--- src/rtl/i2c_pkg.sv ---
// Shared I2C definitions: target FSM states, ACK/NACK levels, synchroniser depth.
package i2c_pkg;

    localparam logic        I2C_ACK     = 1'b0;
    localparam logic        I2C_NACK    = 1'b1;
    localparam int unsigned SYNC_STAGES = 2;
    localparam logic        RW_READ     = 1'b1;

    typedef enum logic [3:0] {
        StIdle,
        StAddr,
        StAddrAck,
        StPtr,
        StPtrAck,
        StWdata,
        StWdataAck,
        StRreq,
        StRload,
        StRdata,
        StRdataAck
    } tgt_state_e;

endpackage

--- src/rtl/i2c_bus_cond_detect.sv ---
// I2C bus condition detector: synchronises SCL/SDA, optionally glitch-filters them
// (I2C_TGT_GLITCH_FILTER_EN), and flags SCL edges plus START/STOP conditions.
module i2c_bus_cond_detect
    import i2c_pkg::*;
#(
    parameter int unsigned FILT_DEPTH = 3
) (
    input  logic clk,
    input  logic resetn,
    input  logic scl_i,
    input  logic sda_i,
    output logic sda_s,
    output logic scl_rise,
    output logic scl_fall,
    output logic start_det,
    output logic stop_det
);

    logic [SYNC_STAGES-1:0] scl_sync_q, scl_sync_d;
    logic [SYNC_STAGES-1:0] sda_sync_q, sda_sync_d;
    logic                   scl_raw, sda_raw;
    logic                   scl_f, sda_f;
    logic                   scl_prev_q, sda_prev_q;

    // Synchroniser shift
    always_comb begin
        scl_sync_d = {scl_sync_q[SYNC_STAGES-2:0], scl_i};
        sda_sync_d = {sda_sync_q[SYNC_STAGES-2:0], sda_i};
    end

    // Synchroniser flops reset to the idle-high bus level
    always_ff @(posedge clk or negedge resetn) begin
        if (!resetn) begin
            scl_sync_q <= '1;
            sda_sync_q <= '1;
        end else begin
            scl_sync_q <= scl_sync_d;
            sda_sync_q <= sda_sync_d;
        end
    end

    assign scl_raw = scl_sync_q[SYNC_STAGES-1];
    assign sda_raw = sda_sync_q[SYNC_STAGES-1];

`ifdef I2C_TGT_GLITCH_FILTER_EN
    localparam int unsigned CntW = $clog2(FILT_DEPTH + 1);

    logic [CntW-1:0] scl_cnt_q, scl_cnt_d, sda_cnt_q, sda_cnt_d;
    logic            scl_filt_q, scl_filt_d, sda_filt_q, sda_filt_d;

    // Filter output follows input only after FILT_DEPTH consecutive differing samples
    always_comb begin
        scl_filt_d = scl_filt_q;
        scl_cnt_d  = '0;
        sda_filt_d = sda_filt_q;
        sda_cnt_d  = '0;
        if (scl_raw != scl_filt_q) begin
            if (scl_cnt_q == CntW'(FILT_DEPTH - 1)) scl_filt_d = scl_raw;
            else                                    scl_cnt_d  = scl_cnt_q + CntW'(1);
        end
        if (sda_raw != sda_filt_q) begin
            if (sda_cnt_q == CntW'(FILT_DEPTH - 1)) sda_filt_d = sda_raw;
            else                                    sda_cnt_d  = sda_cnt_q + CntW'(1);
        end
    end

    // Filter state
    always_ff @(posedge clk or negedge resetn) begin
        if (!resetn) begin
            scl_cnt_q  <= '0;
            sda_cnt_q  <= '0;
            scl_filt_q <= 1'b1;
            sda_filt_q <= 1'b1;
        end else begin
            scl_cnt_q  <= scl_cnt_d;
            sda_cnt_q  <= sda_cnt_d;
            scl_filt_q <= scl_filt_d;
            sda_filt_q <= sda_filt_d;
        end
    end

    assign scl_f = scl_filt_q;
    assign sda_f = sda_filt_q;
`else
    logic unused_filt_depth;
    assign unused_filt_depth = ^FILT_DEPTH;
    assign scl_f = scl_raw;
    assign sda_f = sda_raw;
`endif

    // Previous-sample flops for edge detection
    always_ff @(posedge clk or negedge resetn) begin
        if (!resetn) begin
            scl_prev_q <= 1'b1;
            sda_prev_q <= 1'b1;
        end else begin
            scl_prev_q <= scl_f;
            sda_prev_q <= sda_f;
        end
    end

    // Edge and bus-condition decode
    always_comb begin
        sda_s     = sda_f;
        scl_rise  = scl_f & ~scl_prev_q;
        scl_fall  = ~scl_f & scl_prev_q;
        start_det = scl_f & scl_prev_q & sda_prev_q & ~sda_f;
        stop_det  = scl_f & scl_prev_q & ~sda_prev_q & sda_f;
    end

endmodule

--- src/rtl/i2c_target_regif.sv ---
// I2C target register interface: 7-bit address, pointer byte, strobed writes, pointer
// reads with auto-increment. Optional input glitch filter via I2C_TGT_GLITCH_FILTER_EN.
module i2c_target_regif
    import i2c_pkg::*;
#(
    parameter int unsigned ADDR_W     = 7,
    parameter int unsigned PTR_W      = 8,
    parameter int unsigned FILT_DEPTH = 3
) (
    input  logic              clk,
    input  logic              resetn,
    input  logic              scl_i,
    input  logic              sda_i,
    output logic              sda_oe,
    input  logic [ADDR_W-1:0] own_addr,
    output logic [PTR_W-1:0]  reg_ptr,
    output logic              wr_en,
    output logic [7:0]        wr_data,
    input  logic [7:0]        rd_data,
    output logic              rd_req,
    output logic              busy
);

    logic       sda_s, scl_rise, scl_fall, start_det, stop_det;
    tgt_state_e state_q, state_d;
    logic [3:0] bit_cnt_q, bit_cnt_d;
    logic [7:0] shift_q, shift_d;
    logic       sda_oe_q, sda_oe_d;
    logic [PTR_W-1:0] reg_ptr_q, reg_ptr_d;
    logic       wr_en_q, wr_en_d;
    logic [7:0] wr_data_q, wr_data_d;
    logic       rd_req_q, rd_req_d;
    logic       busy_q, busy_d;
    logic       rw_q, rw_d;
    logic       ack_q, ack_d;
    logic       bit_full, addr_hit;

    i2c_bus_cond_detect #(
        .FILT_DEPTH(FILT_DEPTH)
    ) u_cond (
        .clk      (clk),
        .resetn   (resetn),
        .scl_i    (scl_i),
        .sda_i    (sda_i),
        .sda_s    (sda_s),
        .scl_rise (scl_rise),
        .scl_fall (scl_fall),
        .start_det(start_det),
        .stop_det (stop_det)
    );

    assign bit_full = (bit_cnt_q == 4'd8);
    // General call (address 0) is never acknowledged
    assign addr_hit = (shift_q[7:1] == own_addr) && (shift_q[7:1] != '0);

    // State register
    always_ff @(posedge clk or negedge resetn) begin
        if (!resetn) state_q <= StIdle;
        else         state_q <= state_d;
    end

    // Next-state logic; STOP/START override any bit in progress
    always_comb begin
        state_d = state_q;
        if (stop_det) begin
            state_d = StIdle;
        end else if (start_det) begin
            state_d = StAddr;
        end else begin
            unique case (state_q)
                StAddr:     if (scl_fall && bit_full) state_d = addr_hit ? StAddrAck : StIdle;
                StAddrAck:  if (scl_fall) state_d = (rw_q == RW_READ) ? StRreq : StPtr;
                StPtr:      if (scl_fall && bit_full) state_d = StPtrAck;
                StPtrAck:   if (scl_fall) state_d = StWdata;
                StWdata:    if (scl_fall && bit_full) state_d = StWdataAck;
                StWdataAck: if (scl_fall) state_d = StWdata;
                StRreq:     state_d = StRload;
                StRload:    state_d = StRdata;
                StRdata:    if (scl_fall && bit_cnt_q == 4'd7) state_d = StRdataAck;
                StRdataAck: if (scl_fall) state_d = (ack_q == I2C_ACK) ? StRreq : StIdle;
                default:    state_d = StIdle;
            endcase
        end
    end

    // Datapath next values: shifter, bit counter, pointer, strobes, SDA drive
    always_comb begin
        bit_cnt_d = bit_cnt_q;
        shift_d   = shift_q;
        sda_oe_d  = sda_oe_q;
        reg_ptr_d = reg_ptr_q;
        wr_en_d   = 1'b0;
        wr_data_d = wr_data_q;
        rd_req_d  = 1'b0;
        busy_d    = busy_q;
        rw_d      = rw_q;
        ack_d     = ack_q;
        if (stop_det || start_det) begin
            bit_cnt_d = '0;
            sda_oe_d  = 1'b0;
            busy_d    = 1'b0;
        end else begin
            unique case (state_q)
                StAddr, StPtr, StWdata: begin
                    if (scl_rise && !bit_full) begin
                        shift_d   = {shift_q[6:0], sda_s};
                        bit_cnt_d = bit_cnt_q + 4'd1;
                        if (state_q == StWdata && bit_cnt_q == 4'd7) begin
                            wr_en_d   = 1'b1;
                            wr_data_d = {shift_q[6:0], sda_s};
                        end
                    end
                    if (scl_fall && bit_full) begin
                        bit_cnt_d = '0;
                        if (state_q == StAddr) begin
                            rw_d     = shift_q[0];
                            sda_oe_d = addr_hit;
                            busy_d   = addr_hit;
                        end else begin
                            sda_oe_d = 1'b1;
                            if (state_q == StPtr) reg_ptr_d = PTR_W'(shift_q);
                        end
                    end
                end
                StAddrAck: begin
                    // For reads the ACK is held until the first data bit is loaded
                    if (scl_fall) begin
                        if (rw_q == RW_READ) rd_req_d = 1'b1;
                        else                 sda_oe_d = 1'b0;
                    end
                end
                StPtrAck: if (scl_fall) sda_oe_d = 1'b0;
                StWdataAck: begin
                    if (scl_fall) begin
                        sda_oe_d  = 1'b0;
                        reg_ptr_d = reg_ptr_q + PTR_W'(1);
                    end
                end
                StRload: begin
                    shift_d   = rd_data;
                    sda_oe_d  = ~rd_data[7];
                    bit_cnt_d = '0;
                end
                StRdata: begin
                    if (scl_fall) begin
                        if (bit_cnt_q == 4'd7) begin
                            sda_oe_d  = 1'b0;
                            bit_cnt_d = '0;
                        end else begin
                            shift_d   = {shift_q[6:0], 1'b0};
                            sda_oe_d  = ~shift_q[6];
                            bit_cnt_d = bit_cnt_q + 4'd1;
                        end
                    end
                end
                StRdataAck: begin
                    if (scl_rise) ack_d = sda_s;
                    if (scl_fall && ack_q == I2C_ACK) begin
                        reg_ptr_d = reg_ptr_q + PTR_W'(1);
                        rd_req_d  = 1'b1;
                    end
                end
                default: ;
            endcase
        end
    end

    // Datapath registers
    always_ff @(posedge clk or negedge resetn) begin
        if (!resetn) begin
            bit_cnt_q <= '0;
            shift_q   <= '0;
            sda_oe_q  <= 1'b0;
            reg_ptr_q <= '0;
            wr_en_q   <= 1'b0;
            wr_data_q <= '0;
            rd_req_q  <= 1'b0;
            busy_q    <= 1'b0;
            rw_q      <= 1'b0;
            ack_q     <= I2C_NACK;
        end else begin
            bit_cnt_q <= bit_cnt_d;
            shift_q   <= shift_d;
            sda_oe_q  <= sda_oe_d;
            reg_ptr_q <= reg_ptr_d;
            wr_en_q   <= wr_en_d;
            wr_data_q <= wr_data_d;
            rd_req_q  <= rd_req_d;
            busy_q    <= busy_d;
            rw_q      <= rw_d;
            ack_q     <= ack_d;
        end
    end

    // Outputs come straight from registers
    always_comb begin
        sda_oe  = sda_oe_q;
        reg_ptr = reg_ptr_q;
        wr_en   = wr_en_q;
        wr_data = wr_data_q;
        rd_req  = rd_req_q;
        busy    = busy_q;
    end

endmodule

--- config.mk ---
export PLATFORM = sky130hd
export DESIGN_NAME = i2c_target_regif
export DESIGN_NICKNAME = d
export VERILOG_FILES = /design/src/rtl/i2c_pkg.sv /design/src/rtl/i2c_bus_cond_detect.sv /design/src/rtl/i2c_target_regif.sv
export SDC_FILE = /design/constraint.sdc
export NUM_CORES = 1
export LEC_CHECK = 0
export BUFFER_PORTS_ARGS = -buffer_cell sky130_fd_sc_hd__buf_2
export CAP_MARGIN = 15
export CORE_MARGIN = 5
export CORE_UTILIZATION = 33
export CTS_BUF_LIST = sky130_fd_sc_hd__clkbuf_4
export DETAILED_ROUTE_END_ITERATION = 16
export GPL_TIMING_DRIVEN = 0
export PLACE_DENSITY_LB_ADDON = 0.25
export SLEW_MARGIN = 40
export SYNTH_ARGS = -nofsm -noshare
export SYNTH_HDL_FRONTEND = slang
export SYNTH_HIERARCHICAL = 1
export SYNTH_SLANG_ARGS = --single-unit
--- constraint.sdc ---
create_clock -name clk -period 2.9 [get_ports clk]
set_input_delay 0.58 -clock clk [delete_from_list [all_inputs] [get_ports clk]]
set_output_delay 0.58 -clock clk [all_outputs]
set_load 0.02 [all_outputs]
==> results of run 1 <==
## per-layer routing
layer	vias to the layer above	routed length [um]	part of all wire [%]	GRT usage, %
li1	1085	-	-	-
met1	1071	3320	50	21.3
met2	42	3010	45	21.8
met3	12	198	3.0	2.43
met4	0	123	1.8	4.10
met5	-	0	0	0
## final timing paths
check | slack [ns] | end | from
max | 0.32 | reg_ptr[0] | u_cond/scl_prev_q
min | 0.18 | bit_cnt_q[3] | resetn
max reg2reg | 0.32 | reg_ptr[0] | u_cond/scl_prev_q
min reg2reg | 0.36 | u_cond/sda_sync_q[1] | u_cond/sda_sync_q[0]
max in group asynchronous | 2.33 | shift_q[4] | resetn
min in group clk | 0.30 | u_cond/scl_sync_q[0] | scl_i
## per-stage QoR
stage / total power, mW / hold slack [ns] / area [um^2] / cells / setup slack [ns]
final: 2.12 / 0.176 / 2970 / 417 / 0.323
after global routing: 2.28 / 0.222 / 2970 / 417 / 0.0611
after CTS: 2.13 / 0.212 / 2970 / 417 / 0.333
after detailed placement: 1.72 / 0.349 / 2890 / 409 / 0.333
after global placement: 1.71 / 0.347 / 2890 / 409 / 0.324
after floorplan: 1.46 / 0.284 / 2570 / 269 / 0.789
## cell families after synthesis
kind of cell               share of synthesized area (%)
buffers and inverters                               4.18
xor gates and xnor gates                            2.38
DFF                                                 43.1
AOI/OAI and AO/OA                                   17.8
and+or+nand+nor                                     22.4
adders and majority gates                           1.46
muxes                                               8.66
## layout make-up
class                   instances  share of cell area (%)
multi-input cells             205                    45.6
flip-flops and latches         44                    37.3
repair buffers                 38                    6.48
well taps                     102                    4.29
plain buffers                  16                    3.11
clock inverters                 3                    1.43
clock buffers                   5                    1.26
inverters                       4                   0.505
## where the power goes
| group | switching [mW] | leakage [nW] | internal, mW |
|---|---|---|---|
| logic | 0.439 | 0.685 | 0.307 |
| registers | 0.203 | 0.530 | 0.761 |
| clock network | 0.225 | 0.0428 | 0.181 |
| total | 0.867 | 1.26 | 1.25 |
## cells in the final DEF, fill, tap and decap left out, drive strengths merged, types with 3 or more instances in the layout
| cell | count |
|---|---|
| clkbuf | 10 |
| nand2 | 20 |
| nor3 | 4 |
| buf | 49 |
| nor2 | 22 |
| dfrtp | 37 |
| mux2i | 11 |
| o21ai | 16 |
| ha | 3 |
| and3 | 5 |
| dfstp | 7 |
| a21oi | 25 |
| xnor2 | 7 |
| mux2 | 10 |
| inv | 4 |
| nor4 | 6 |
| nor2b | 7 |
| nand4 | 4 |
| nand2b | 7 |
| nand3 | 14 |
## sequential cells by signal, indices dropped and copies added, names as in the netlist
signal,count
reg_ptr,8
shift_q,8
wr_data,8
bit_cnt_q,4
state_q,4
u_cond/scl_sync_q,2
u_cond/sda_sync_q,2
ack_q,1
busy,1
rd_req,1
rw_q,1
sda_oe,1
u_cond/scl_prev_q,1
u_cond/sda_prev_q,1
wr_en,1
## critical path: cells and delay by family, from the launching register on
kind	cells	cell delay [ns]
AOI/OAI and AO/OA	3	0.68
DFF	1	0.57
and+or+nand+nor	3	1.23
==> impl_results.md, run 1 <==
- Final worst-path cycle share: 88.9%
- Vias in the first global route: 2,255
- CTS tree: yes
- Syn_area_per_cell: 9.56 um^2
- Fmax: 0.388 GHz
- Top cells by count, synth: 37 x dfrtp_1, 23 x a21oi_1, 21 x nor2_1, 20 x nand2_1, 15 x o21ai_0
- Starting Density: 33.6%
- Num ports: 39
- DIE HEIGHT: 98.3 um
- Number of synthesized flops with an enable pin: 0
- H-tree levels: 2
- Hold_buf cts: 0
- Routed WL: 6.65 mm
- Post-CTS Setup Inserts: 0
- Clk sinks: 44
- Clk pin slew, worst setup/hold paths: 0.15 ns
- CP Max Fanout: 9
- # rows: 32
- Clk_lat worst skew: 0.36 ns
- Initial antenna violation count: 0
- Seq cells post-synth: 44
- Detail Route Antenna Nets: 0
- Max cap viols: 0
- Hold Violations, Final: 0
- # DRC: 0
- Most common cell in the netlist: dfrtp_1
- Critical path class: flip-flop to flip-flop
- Critical path startpoint category: flip-flop
- CP most frequent cell: o21ai_0
- Post-synth top flop: dfrtp_1
- Port bufs: 38
- Worst VDD drop: 316 uV
- PD cells: 712 nW/um^2
- Die X: 98.3 um
- Distinct cells, synth: 56
- RSZ-0062 raised after global routing: no
- Placer Congestion: 0.895
- Fin nets: 336
- Clock skew: 0.0110 ns
- Mapped Area: 2570 um^2
- Largest area contributor in the netlist: dfrtp_1
- Slew HR: 56.1%
- Layout area overhead: 15.6%
- Vias: 2,210
- Filler Cell Count: 774
- Post-synthesis sequential area ratio: 43.1%
- Worst EP arrival: 2.84 ns
- CTS Root Cell: clkbuf_4
- CP max-delay cell: dfstp_2
- Gate Count Post-Synth: 269
- Min Tclk post-route: 2.58 ns
- Largest net degree at the start of global routing: 45
- Yosys synthesis warning count: 6
- Finished Core Util: 38.9%
- Aggregate global routing overflow: 0
- Async set-reset flop share out of synthesis: 100%
- Worst Reg-to-Reg Cells: 6
- Routed len/inst: 15.9 um
- Die area: 9660 um^2
- Min-Delay Path Class: input port to asynchronous set/reset pin
- Final Max Slew Viols: 0
- Crit path largest cell delay: 0.57 ns
- Outcome: finished, final reports clean
- Resize count post-CTS: 0
- Crit. End Element: flip-flop
- Leak Pwr: 1.26 nW
- Share of the synthesized area in the top cell type: 36.0%
- Register Area: 1110 um^2
- Final setup fails: 0
- DR vias/cell: 5.30
- Core Area: 7650 um^2
- GRT Overall Usage: 14.5%
- Worst-case clock buffer depth: 2
- CTS buffer count: 5
- Worst path cell trace: nor2b_1, nand4b_1, nand3_1, o2111ai_1, o21ai_0, o21ai_0
- Share of post-route cells with drive strength above 1: 25.7%
- DRT iter0 DRCs: 146
- DP Wirelength: 4.73 mm
- Ranking of synthesized cells by area: dfrtp_1 36%, dfstp_2 7.1%, a21oi_1 4.5%, mux2_2 4.4%, mux2i_1 4.3%
- Worst-Margin Slew: 0.657 ns
- Mapped Nets: 291
- Setup TNS: 0 ns
- CP required: 3.16 ns
- Area of the multi-input gates: 1360 um^2
- # diodes: 0
- First-pass GRT wire length: 11.6 mm
- Total iterations of the first detailed-routing run: 4
Note: power is estimated with default switching activity, not from simulation.
==> run 2: changes to the inputs <==
--- a/config.mk
+++ b/config.mk
@@ -13,6 +13,7 @@
 export DETAILED_ROUTE_END_ITERATION = 16
 export GPL_TIMING_DRIVEN = 0
 export PLACE_DENSITY_LB_ADDON = 0.25
+export REMOVE_ABC_BUFFERS = 1
 export SLEW_MARGIN = 40
 export SYNTH_ARGS = -nofsm -noshare
 export SYNTH_HDL_FRONTEND = slang
==> run 2 against run 1 <==
Against the previous run: register-to-register slack worse by 0.03 ns; hold slack better by 0.026 ns; first-iteration DRC count is 14% higher; non-clock buffer count is 16 lower; core utilization is 1.4 points lower; clock skew is 0.0069 ns higher; critical path depth is 1 lower; highest routed layer unchanged.
==> impl_results.md, run 2 (same netlist as run 1, synthesis figures left out) <==
- Hold_buf cts: 0
- Vias: 2,120
- CP Max Fanout: 9
- RSZ-0062 raised after global routing: no
- Outcome: finished, final reports clean
- PD cells: 692 nW/um^2
- Aggregate global routing overflow: 0
- Share of post-route cells with drive strength above 1: 23.1%
- Most frequent cells in the layout: 37 x dfrtp_1, 37 x buf_2, 22 x a21oi_1
- Post-CTS Setup Inserts: 0
- Placed Instances: 393
- Routed len/inst: 15.4 um
- DIE HEIGHT: 98.3 um
- Layout area overhead: 11.3%
- Worst setup startpoint: u_cond/sda_sync_q[1]
- Final setup fails: 0
- Reg2reg start: u_cond/sda_sync_q[1]
- Routed WL: 6.18 mm
- Core Area: 7650 um^2
- Min Tclk post-route: 2.60 ns
- Finished Core Util: 37.5%
- Port bufs: 38
- Resize count post-CTS: 0
- Worst-Margin Slew: 0.787 ns
- Hold Violations, Final: 0
- Clk sinks: 44
- Detail Route Antenna Nets: 0
- # rows: 32
- Slew HR: 47.3%
- Min-Delay Path Class: input port to asynchronous set/reset pin
- Critical path class: flip-flop to flip-flop
- Worst-case clock buffer depth: 2
- Die area: 9660 um^2
- CTS tree: yes
- Clk_lat worst skew: 0.35 ns
- H-tree levels: 2
- DP Wirelength: 4.42 mm
- # diodes: 0
- CP required: 3.14 ns
- Initial antenna violation count: 0
- # DRC: 0
- Fmax: 0.384 GHz
- CTS Root Cell: clkbuf_4
- Total iterations of the first detailed-routing run: 4
- Clock skew: 0.0179 ns
- First-pass GRT wire length: 10.7 mm
- Placer Congestion: 0.864
- DR vias/cell: 5.29
- Crit. End Element: flip-flop
- Final worst-path cycle share: 89.8%
- Starting Density: 33.6%
- Critical path startpoint category: flip-flop
- Fin nets: 320
- Max cap viols: 0
- Non-Filler Instances: 401
- Leak Pwr: 1.18 nW
- Num ports: 39
- Largest net degree at the start of global routing: 45
- DRT iter0 DRCs: 166
- CTS buffer count: 5
- Die X: 98.3 um
- Clk pin slew, worst setup/hold paths: 0.14 ns
- Hold slack: 0.201 ns
- GRT Overall Usage: 13.3%
- Setup TNS: 0 ns
- Filler Cell Count: 777
- Final Max Slew Viols: 0
- Vias in the first global route: 2,055
- Worst EP arrival: 2.84 ns
- Worst VDD drop: 364 uV
## run 2: cell type report
cell class / count / area, um^2 / share of cell area (%)
timing repair buffer: 38 / 193 / 6.73
inverter: 4 / 15.0 / 0.524
clock buffer: 6 / 45.0 / 1.57
multi-input combinational: 205 / 1370 / 47.7
clock inverter: 2 / 7.51 / 0.262
sequential: 44 / 1110 / 38.8
tap: 102 / 128 / 4.46
## run 2: final timing paths
path | end | slack (ns) | cells after the start
max | wr_data[7] | 0.30 | 5
min | wr_data[4] | 0.20 | 1
max reg2reg | wr_data[7] | 0.30 | 5
min reg2reg | u_cond/scl_sync_q[1] | 0.37 | 0
max in group asynchronous | u_cond/scl_prev_q | 2.30 | 1
min in group clk | u_cond/sda_sync_q[0] | 0.31 | 1
## run 2: critical path: stages, from the launching register on
cell     delay, ns
dfstp_2       0.60
and4b_1       0.24
or2_0         0.43
nor4_1        0.34
and3_1        0.50
mux2_2        0.38
## run 2: layer usage
metal	up-vias	GRT usage [%]	routed length [um]
li1	1050	-	-
met1	1006	18.7	2930
met2	58	21.1	2930
met3	6	2.43	258
met4	0	3.68	55
met5	-	0	0
## run 2: per-stage QoR
step	setup slack [ns]	area, um^2	total power [mW]
finish	0.295	2860	1.98
global route	0.0972	2860	2.15
CTS	0.247	2860	2.00
detailed placement	0.259	2800	1.70
global placement	0.209	2800	1.68
floorplan	0.706	2480	1.44
## run 2: report_power, final
| part | internal [mW] | total [mW] | switching (mW) | leakage (nW) |
|---|---|---|---|---|
| combinational | 0.292 | 0.669 | 0.377 | 0.615 |
| clock | 0.0996 | 0.295 | 0.195 | 0.0307 |
| sequential | 0.760 | 1.02 | 0.257 | 0.530 |
